$ cat config.mk
export PLATFORM = sky130hd
export DESIGN_NAME = wb_arbiter_2m
export DESIGN_NICKNAME = d
export VERILOG_FILES = /design/src/rtl/wb_arbiter_2m.sv
export SDC_FILE = /design/constraint.sdc
export NUM_CORES = 1
export LEC_CHECK = 0
export ABC_AREA = 1
export CELL_PAD_IN_SITES_DETAIL_PLACEMENT = 0
export CELL_PAD_IN_SITES_GLOBAL_PLACEMENT = 1
export CORE_ASPECT_RATIO = 1.5
export CORE_MARGIN = 1.5
export CORE_UTILIZATION = 14
export DETAILED_ROUTE_END_ITERATION = 10
export PLACE_DENSITY_LB_ADDON = 0.1
export SYNTH_ARGS = -nofsm -noshare
export SYNTH_HDL_FRONTEND = slang
export SYNTH_SLANG_ARGS = --single-unit
$ cat constraint.sdc
create_clock -name clk -period 1.49 [get_ports clk]
set_input_delay 0.298 -clock clk [delete_from_list [all_inputs] [get_ports clk]]
set_output_delay 0.298 -clock clk [all_outputs]
set_load 0.02 [all_outputs]
$ cat src/rtl/wb_arbiter_2m.sv
// -----------------------------------------------------------------------------
// wb_arbiter_2m
//
// Purpose:
//   Shares one Wishbone slave port between two masters on the northbridge bus.
//   Master 0 is the LIMB/EC glue and master 1 is the CPU bridge. Ownership is
//   granted round-robin and stays with the owner for as long as it holds cyc.
//   A stall watchdog ends a hung slave cycle by returning err to the owner.
//
// Parameters:
//   ADDR_W   address width on every port
//   DATA_W   data width; byte-select width is DATA_W/8
//   TIMEOUT  number of stalled strobe cycles before an abort; 0 disables it
//
// Ports:
//   clk, rst_n                  clock (posedge) and asynchronous active-low reset
//   m0_* / m1_*                 master-side Wishbone ports (adr, dat, sel, we, stb,
//                               cyc in; dat, ack, err out)
//   s_adr_o .. s_cyc_o          slave-side request, driven by the current owner
//   s_dat_i, s_ack_i, s_err_i   slave response
// -----------------------------------------------------------------------------
module wb_arbiter_2m #(
  parameter int ADDR_W  = 36,
  parameter int DATA_W  = 32,
  parameter int TIMEOUT = 255
) (
  input  logic                clk,
  input  logic                rst_n,

  input  logic [ADDR_W-1:0]   m0_adr_i,
  input  logic [DATA_W-1:0]   m0_dat_i,
  input  logic [DATA_W/8-1:0] m0_sel_i,
  input  logic                m0_we_i,
  input  logic                m0_stb_i,
  input  logic                m0_cyc_i,
  output logic [DATA_W-1:0]   m0_dat_o,
  output logic                m0_ack_o,
  output logic                m0_err_o,

  input  logic [ADDR_W-1:0]   m1_adr_i,
  input  logic [DATA_W-1:0]   m1_dat_i,
  input  logic [DATA_W/8-1:0] m1_sel_i,
  input  logic                m1_we_i,
  input  logic                m1_stb_i,
  input  logic                m1_cyc_i,
  output logic [DATA_W-1:0]   m1_dat_o,
  output logic                m1_ack_o,
  output logic                m1_err_o,

  output logic [ADDR_W-1:0]   s_adr_o,
  output logic [DATA_W-1:0]   s_dat_o,
  output logic [DATA_W/8-1:0] s_sel_o,
  output logic                s_we_o,
  output logic                s_stb_o,
  output logic                s_cyc_o,
  input  logic [DATA_W-1:0]   s_dat_i,
  input  logic                s_ack_i,
  input  logic                s_err_i
);

  localparam int SEL_W = DATA_W / 8;

  // A zero TIMEOUT would give a zero-width counter; keep one bit so the
  // register stays legal even though it never counts in that case.
  localparam int CNT_W = (TIMEOUT > 0) ? $clog2(TIMEOUT + 1) : 1;

  // Count value seen on the last stalled cycle before the abort fires.
  localparam logic [CNT_W-1:0] WD_LAST = CNT_W'((TIMEOUT > 0) ? TIMEOUT - 1 : 0);

  localparam bit WD_ENABLED = (TIMEOUT > 0);

  typedef enum logic [3:0] {
    IDLE  = 4'b0001,
    OWN0  = 4'b0010,
    OWN1  = 4'b0100,
    ABORT = 4'b1000
  } state_t;

  state_t           state;
  logic             last;
  logic [CNT_W-1:0] wd_count;

  logic own0;
  logic own1;
  logic owning;
  logic aborting;
  logic stalled;
  logic wd_expire;

  assign own0     = (state == OWN0);
  assign own1     = (state == OWN1);
  assign owning   = own0 | own1;
  assign aborting = (state == ABORT);

  // Read data is fanned out to both masters unconditionally; only ack/err
  // qualify it, so there is no need to gate the data path.
  assign m0_dat_o = s_dat_i;
  assign m1_dat_o = s_dat_i;

  // Slave-side request mux. The select comes purely from registered state,
  // so no master cyc input can reach the grant combinationally. Outside the
  // owning states the slave sees an all-zero, inactive request.
  always_comb begin
    s_adr_o = '0;
    s_dat_o = '0;
    s_sel_o = '0;
    s_we_o  = 1'b0;
    s_stb_o = 1'b0;
    s_cyc_o = 1'b0;
    if (own0) begin
      s_adr_o = m0_adr_i;
      s_dat_o = m0_dat_i;
      s_sel_o = m0_sel_i;
      s_we_o  = m0_we_i;
      s_stb_o = m0_stb_i;
      s_cyc_o = m0_cyc_i;
    end else if (own1) begin
      s_adr_o = m1_adr_i;
      s_dat_o = m1_dat_i;
      s_sel_o = m1_sel_i;
      s_we_o  = m1_we_i;
      s_stb_o = m1_stb_i;
      s_cyc_o = m1_cyc_i;
    end
  end

  // Responses go to the owner only. During ABORT the owner is the master
  // recorded in last, since last is updated on every grant.
  assign m0_ack_o = own0 & s_ack_i;
  assign m1_ack_o = own1 & s_ack_i;
  assign m0_err_o = (own0 & s_err_i) | (aborting & ~last);
  assign m1_err_o = (own1 & s_err_i) | (aborting &  last);

  // A stalled cycle is an owned strobe the slave has not answered. An ack or
  // err on what would be the terminal cycle therefore cancels the abort.
  assign stalled   = owning & s_stb_o & ~s_ack_i & ~s_err_i;
  assign wd_expire = WD_ENABLED && stalled && (wd_count == WD_LAST);

  // Stall watchdog: counts consecutive stalled cycles, saturating, and
  // restarts from zero on any non-stalled cycle or outside ownership.
  always_ff @(posedge clk or negedge rst_n) begin
    if (!rst_n) begin
      wd_count <= '0;
    end else if (WD_ENABLED && stalled) begin
      if (wd_count != {CNT_W{1'b1}}) begin
        wd_count <= wd_count + CNT_W'(1);
      end
    end else begin
      wd_count <= '0;
    end
  end

  // Arbitration FSM. Owners always return through IDLE, which guarantees a
  // dead cycle between owners. On a tie the master that did not own the bus
  // last wins; last resets to 1 so master 0 takes the first tie.
  always_ff @(posedge clk or negedge rst_n) begin
    if (!rst_n) begin
      state <= IDLE;
      last  <= 1'b1;
    end else begin
      case (state)
        IDLE: begin
          if (m0_cyc_i && m1_cyc_i) begin
            if (last) begin
              state <= OWN0;
              last  <= 1'b0;
            end else begin
              state <= OWN1;
              last  <= 1'b1;
            end
          end else if (m0_cyc_i) begin
            state <= OWN0;
            last  <= 1'b0;
          end else if (m1_cyc_i) begin
            state <= OWN1;
            last  <= 1'b1;
          end
        end
        OWN0: begin
          if (!m0_cyc_i) begin
            state <= IDLE;
          end else if (wd_expire) begin
            state <= ABORT;
          end
        end
        OWN1: begin
          if (!m1_cyc_i) begin
            state <= IDLE;
          end else if (wd_expire) begin
            state <= ABORT;
          end
        end
        ABORT: begin
          state <= IDLE;
        end
        default: begin
          state <= IDLE;
        end
      endcase
    end
  end

endmodule

==> impl_metrics.json, run 1 <==
{
  "status": "complete, but fails checks",
  "syn-num-nets": 599,
  "nets": 823,
  "grt_pass1_vias": 3384,
  "dp_hpwl_um": 10400,
  "synth.top_cell.area_share_pct": 23.3,
  "chipWidth_um": 110,
  "die-area_mm2": 0.0180,
  "skew_ns": 0.00131,
  "antenna_found_initial": 0,
  "setup_ws_ns": -0.423,
  "hold_viol": 0,
  "timing.rr.start": "state[0]",
  "num_antenna_cells": 0,
  "track_usage_pct": 14.0,
  "cp_max_fo": 10,
  "reg2reg_slack_ns": -0.21,
  "worstReg2RegEnd": "state[1]",
  "drt_iter0_markers": 109,
  "syn_area_mm2": 0.00241,
  "power_frac_clock_pct": 6.6,
  "start_util_pct": 14.3,
  "core_area_mm2": 0.0168,
  "gp_congestion": 0.786,
  "avgSynthCellArea_um2": 5.87,
  "maxCapViolCount": 0,
  "ys_seq_area_share_pct": 13.6,
  "cts_tree": "done",
  "die_y_um": 164,
  "cts_buffers": 3,
  "hold_buffers": 0,
  "grt_start_max_net_pins": 39,
  "relSlewSlack_pct": 82.0,
  "drive_above_1_share_pct": 44.8,
  "cts-htree-levels": 1,
  "row_count": 58,
  "fillCellCount": 1784,
  "clock_path_buffers": 2,
  "crit_path_end_kind": "output port",
  "yosys.cell_types.count": 27,
  "p_seq_share_pct": 6.2,
  "finalPower_uw": 7680,
  "via_per_inst": 4.10,
  "violations": "setup timing",
  "clkLatencyLatePin_ns": 0.24,
  "routed_wl_um": 14900,
  "switching_share_pct": 44.5,
  "first_pass_iters": 4,
  "synthDominantAreaCellType": "nand2_1",
  "ys_warn_count": 0,
  "irDropWorstVdd_uv": 616,
  "path_clk_slew_ns": 0.05,
  "post-route-period-util_pct": 128,
  "finalSetupViolations": 91,
  "cp.required_ns": 1.19,
  "power_density_mw_per_mm2": 1290,
  "synth_seq_cells": 13,
  "min_period_ns": 1.91,
  "synthTopCellsByArea": "nand2_1, buf_4, nand3_1",
  "vias": 3462,
  "min_path_type": "input pin to asynchronous set/reset pin",
  "rsz0062_at_grt": "true",
  "netlist_instances": 411,
  "pwr-share-comb_pct": 87.2,
  "switchingPower_uw": 3420,
  "grt_pass1_wl_um": 19100,
  "worstMarginPinSlew_ns": 0.267,
  "root_buffer": "clkbuf_16",
  "crit_path_start_kind": "flop",
  "internal-power_uw": 4260,
  "ios": 329,
  "p_leak_uw": 0.00273,
  "io_buffer_count": 232,
  "cp.arrival_ns": 1.61,
  "cts.sinks": 13,
  "syn_to_final_growth_pct": 147,
  "slew_viol_final": 0,
  "drc_errors": 0,
  "whs_ns": 0.368,
  "reg2reg_depth": 10,
  "antenna_left": 0,
  "clock.fmax_mhz": 523,
  "critical_path_class": "flop to output port",
  "grt_overflow": 0,
  "routedWlPerCell_um": 17.7
}
-- power groups by stage --
stage	Clock, µW	Sequential [µW]	Combinational (µW)
floorplan	0	494	2410
global placement	0	490	4360
detailed placement	0	491	4380
CTS	526	488	5210
global route	542	484	7090
finish	506	478	6700
-- logic make-up after synthesis --
logic type / after synthesis / synth area share [%]
and+or+nand+nor: 274 / 50.9
buffers and inverters: 104 / 29.6
AOI/OAI and AO/OA: 15 / 3.73
DFF: 13 / 13.6
xor gates and xnor gates: 3 / 1.09
adders and majority gates: 2 / 1.04
-- flip-flops by register name (all words and copies together), names as in the netlist --
register	cells
wd_count	8
state	4
last	1
-- cell usage after synthesis --
| master | instances |
|---|---|
| inv_1 | 14 |
| xor2_1 | 3 |
| o22ai_2 | 1 |
| nand4_1 | 2 |
| a21boi_1 | 1 |
| nor3b_2 | 1 |
| dfrtp_1 | 11 |
| nand2_4 | 2 |
| buf_4 | 67 |
| o22ai_1 | 4 |
| inv_4 | 1 |
| nor3_1 | 1 |
| nand3_1 | 81 |
| buf_8 | 2 |
| nor2_4 | 4 |
| buf_6 | 4 |
| nand2_2 | 13 |
| nand3_2 | 1 |
| ha_1 | 2 |
| o21ai_0 | 5 |
| buf_2 | 14 |
| nor2_1 | 19 |
| nand2_1 | 150 |
| inv_2 | 1 |
| dfstp_2 | 2 |
| a21oi_1 | 4 |
| clkbuf_1 | 1 |
-- timing repair --
action	4_1_cts	5_1_grt
setup buffers	17	13
endpoints found under the setup margin	90	91
cloned	4	12
resized for setup	461	129
pin swaps	3	23
-- metal layers --
layer | wire length, µm | GRT usage (%) | part of all wire (%) | vias up
li1 | - | - | - | 1704
met1 | 5040 | 13.9 | 34 | 1595
met2 | 8210 | 27.7 | 55 | 143
met3 | 1450 | 4.21 | 9.7 | 20
met4 | 254 | 3.15 | 1.7 | 0
met5 | 0 | 0 | 0 | -
-- metrics by stage --
step | setup WS [ns] | utilization, % | instance area [µm²] | setup TNS [ns] | std cells
floorplan | 0.00410 | - | 2440 | 0 | 411
global placement | -0.558 | 27.7 | 4670 | -37.96 | 795
detailed placement | -0.580 | 27.7 | 4670 | -40.18 | 795
CTS | -0.406 | 30.6 | 5160 | -24.90 | 820
global route | -0.468 | 35.3 | 5950 | -34.95 | 844
finish | -0.423 | 35.3 | 5950 | -29.08 | 844
-- critical path, cell delays in order, from the launching register on --
cell and delay, ns:
dfstp_2 0.55, nor2_4 0.05, nand2_4 0.13, clkinv_8 0.11, buf_16 0.16, buf_6 0.11
nand2_2 0.05, nand2_2 0.08, buf_6 0.14
-- final cells by class --
cell class,count,area [µm²],share of cell area [%]
timing repair buffer,306,3390,57.1
timing repair inverter,1,8.76,0.147
sequential,13,329,5.53
inverter,16,72.6,1.22
tap,210,263,4.42
clock buffer,4,78.8,1.33
multi-input combinational,294,1800,30.3
-- worst max-delay path by stage --
stage,from,endpoint,cells after the start
after floorplan,state[0],s_adr_o[29],7
after global placement,state[3],s_sel_o[0],7
after detailed placement,state[3],s_adr_o[0],5
after CTS,state[0],s_adr_o[32],8
after global routing,state[0],s_adr_o[2],8
final,state[0],s_sel_o[1],8
-- layout by cell type (no fill, tap or decap), types with 13 or more instances in the layout --
cell type and instances:
clkdlybuf4s50_1 153, buf_6 85, nand2_2 74, nand2_1 72
nand3_1 66, buf_4 36, nand2_4 18, nor2_1 17
buf_12 14, inv_1 13, nand3_2 13
Note: power is estimated with default switching activity, not from simulation.
==> inputs of run 2 (changes only) <==
--- a/config.mk
+++ b/config.mk
@@ -12,7 +12,7 @@
 export CORE_MARGIN = 1.5
 export CORE_UTILIZATION = 14
 export DETAILED_ROUTE_END_ITERATION = 10
-export PLACE_DENSITY_LB_ADDON = 0.1
+export PLACE_DENSITY = 0.9
 export SYNTH_ARGS = -nofsm -noshare
 export SYNTH_HDL_FRONTEND = slang
 export SYNTH_SLANG_ARGS = --single-unit
==> run 2 against run 1 <==
Via count decreased by 0.64%. Total power is 1.7% lower. Wire length decreased by 10%. Largest cell class unchanged. Highest routed layer unchanged. Combinational power fell by 2%. The flow still finishes with violations (setup timing). Clock skew is essentially flat.
==> impl_metrics.json, run 2 (synthesis gave the netlist of run 1 again) <==
{
  "drive_above_1_share_pct": 45.6,
  "die_y_um": 164,
  "vias": 3440,
  "clock.fmax_mhz": 525,
  "maxCapViolCount": 0,
  "stdcell_count": 830,
  "tns_ns": -26.56,
  "drc_errors": 0,
  "routed_wl_um": 13400,
  "crit_path_end_kind": "output port",
  "finalSetupViolations": 83,
  "drt_iter0_markers": 98,
  "nets": 809,
  "dp_hpwl_um": 9450,
  "min_period_ns": 1.91,
  "io_buffer_count": 232,
  "layout_common_cells": "clkdlybuf4s50_1, nand2_1, buf_6",
  "slew_viol_final": 0,
  "cp.required_ns": 1.19,
  "switching_share_pct": 46.0,
  "start_util_pct": 14.3,
  "path_clk_slew_ns": 0.05,
  "reg2reg_depth": 10,
  "cts-htree-levels": 1,
  "clock_path_buffers": 2,
  "numPlacedInstances": 800,
  "place_area_mm2": 0.00483,
  "p_leak_uw": 0.00263,
  "post-route-period-util_pct": 128,
  "p_seq_share_pct": 6.6,
  "rsz0062_at_grt": "true",
  "row_count": 58,
  "cts_buffers": 3,
  "power_density_mw_per_mm2": 1260,
  "worstPathCellList": "inv_2 -> nor2_4 -> buf_6 -> nand2_8 -> buf_6 -> o22ai_4 -> buf_6 -> buf_12",
  "fin_area_mm2": 0.00599,
  "max_stage_delay_ns": 0.41,
  "largest_reg_flops": 8,
  "syn_to_final_growth_pct": 148,
  "cts.sinks": 13,
  "pwr-share-comb_pct": 86.6,
  "chipWidth_um": 110,
  "pre_cts_ws_ns": -0.557,
  "grt_overflow": 0,
  "cp_max_fo": 3,
  "largest_registers": "wd_count (8), state (4), last (1)",
  "switchingPower_uw": 3470,
  "gp_congestion": 0.795,
  "min_path_type": "input pin to asynchronous set/reset pin",
  "antenna_found_initial": 1,
  "antenna_left": 0,
  "cpMostUsedCell": "buf_6",
  "worst-path-stages": 8,
  "grt_start_max_net_pins": 30,
  "root_buffer": "clkbuf_16",
  "cp.arrival_ns": 1.61,
  "final_common_cell": "clkdlybuf4s50_1",
  "cp_top_family": "buffers and inverters",
  "power_frac_clock_pct": 6.8,
  "cp_num_buf_inv": 5,
  "skew_ns": 0.00166,
  "core_area_mm2": 0.0168,
  "relSlewSlack_pct": 77.3,
  "via_per_inst": 4.14,
  "routedWlPerCell_um": 16.2,
  "status": "complete, but fails checks",
  "cpMaxStageDelayCell": "dfrtp_1",
  "cts_tree": "done",
  "grt_pass1_wl_um": 17100,
  "num_antenna_cells": 0,
  "worstMarginPinSlew_ns": 0.338,
  "irDropWorstVdd_uv": 665,
  "track_usage_pct": 12.5,
  "ios": 329,
  "first_pass_iters": 4,
  "die-area_mm2": 0.0180,
  "clkLatencyLatePin_ns": 0.24,
  "violations": "setup timing",
  "hold_viol": 0,
  "critical_path_class": "flop to output port",
  "fillCellCount": 1712,
  "largest_register": "wd_count",
  "crit_path_start_kind": "flop",
  "setup_ws_ns": -0.415,
  "grt_pass1_vias": 3252,
  "internal-power_uw": 4080
}
## run 2: changes by cell type in the layout (fill, tap and decap cells not counted), sizes merged
cell	delta
buf	-6
clkdlybuf4s15	-2
clkbuf	-5
bufbuf	-1
## run 2: power by group through the flow
stage	clock network (µW)	logic, µW	registers [µW]
CTS	529	5350	497
finish	514	6540	498
global route	544	6930	505
detailed placement	0	4640	498
global placement	0	4640	496
floorplan	0	2410	494
## run 2: metrics by stage
stage	util [%]	power (µW)	hold WS [ns]
after global routing	35.6	7980	0.379
after CTS	31.1	6380	0.361
after global placement	28.7	5130	0.522
after detailed placement	28.7	5140	0.514
final	35.6	7550	0.358
after floorplan	-	2910	0.00241
## run 2: path summary, 6_finish.rpt
kind                                  start     endpoint  slack (ns)
worst min register to register  wd_count[6]  wd_count[6]        0.55
min in group clk                wd_count[6]  wd_count[6]        0.55
worst max-delay path               state[2]     m1_err_o       -0.42
worst max register to register     state[2]     state[1]       -0.07
worst min-delay path                  rst_n  wd_count[7]        0.36
max in group asynchronous             rst_n     state[0]        0.90
## run 2: timing repair
item                       CTS  global route
resized for setup          336           244
setup endpoints to repair   79            85
cloned                       6             3
pin swaps                    1            35
hold buffers                 0             0
setup buffers                8             9
## run 2: layer usage
metal	routed length, µm	GRT usage [%]
met5	0	0
met4	182	2.56
met3	1470	4.09
met2	7040	23.3
met1	4720	13.6
## run 2: area by class of cell
type / instances / area (µm²) / share of cell area (%)
multi-input cells: 294 / 1910 / 31.9
flip-flops and latches: 13 / 329 / 5.49
repair buffers: 293 / 3340 / 55.7
clock buffers: 3 / 75.1 / 1.25
well taps: 210 / 263 / 4.39
inverters: 16 / 67.6 / 1.13
clock inverters: 1 / 5.00 / 0.0836
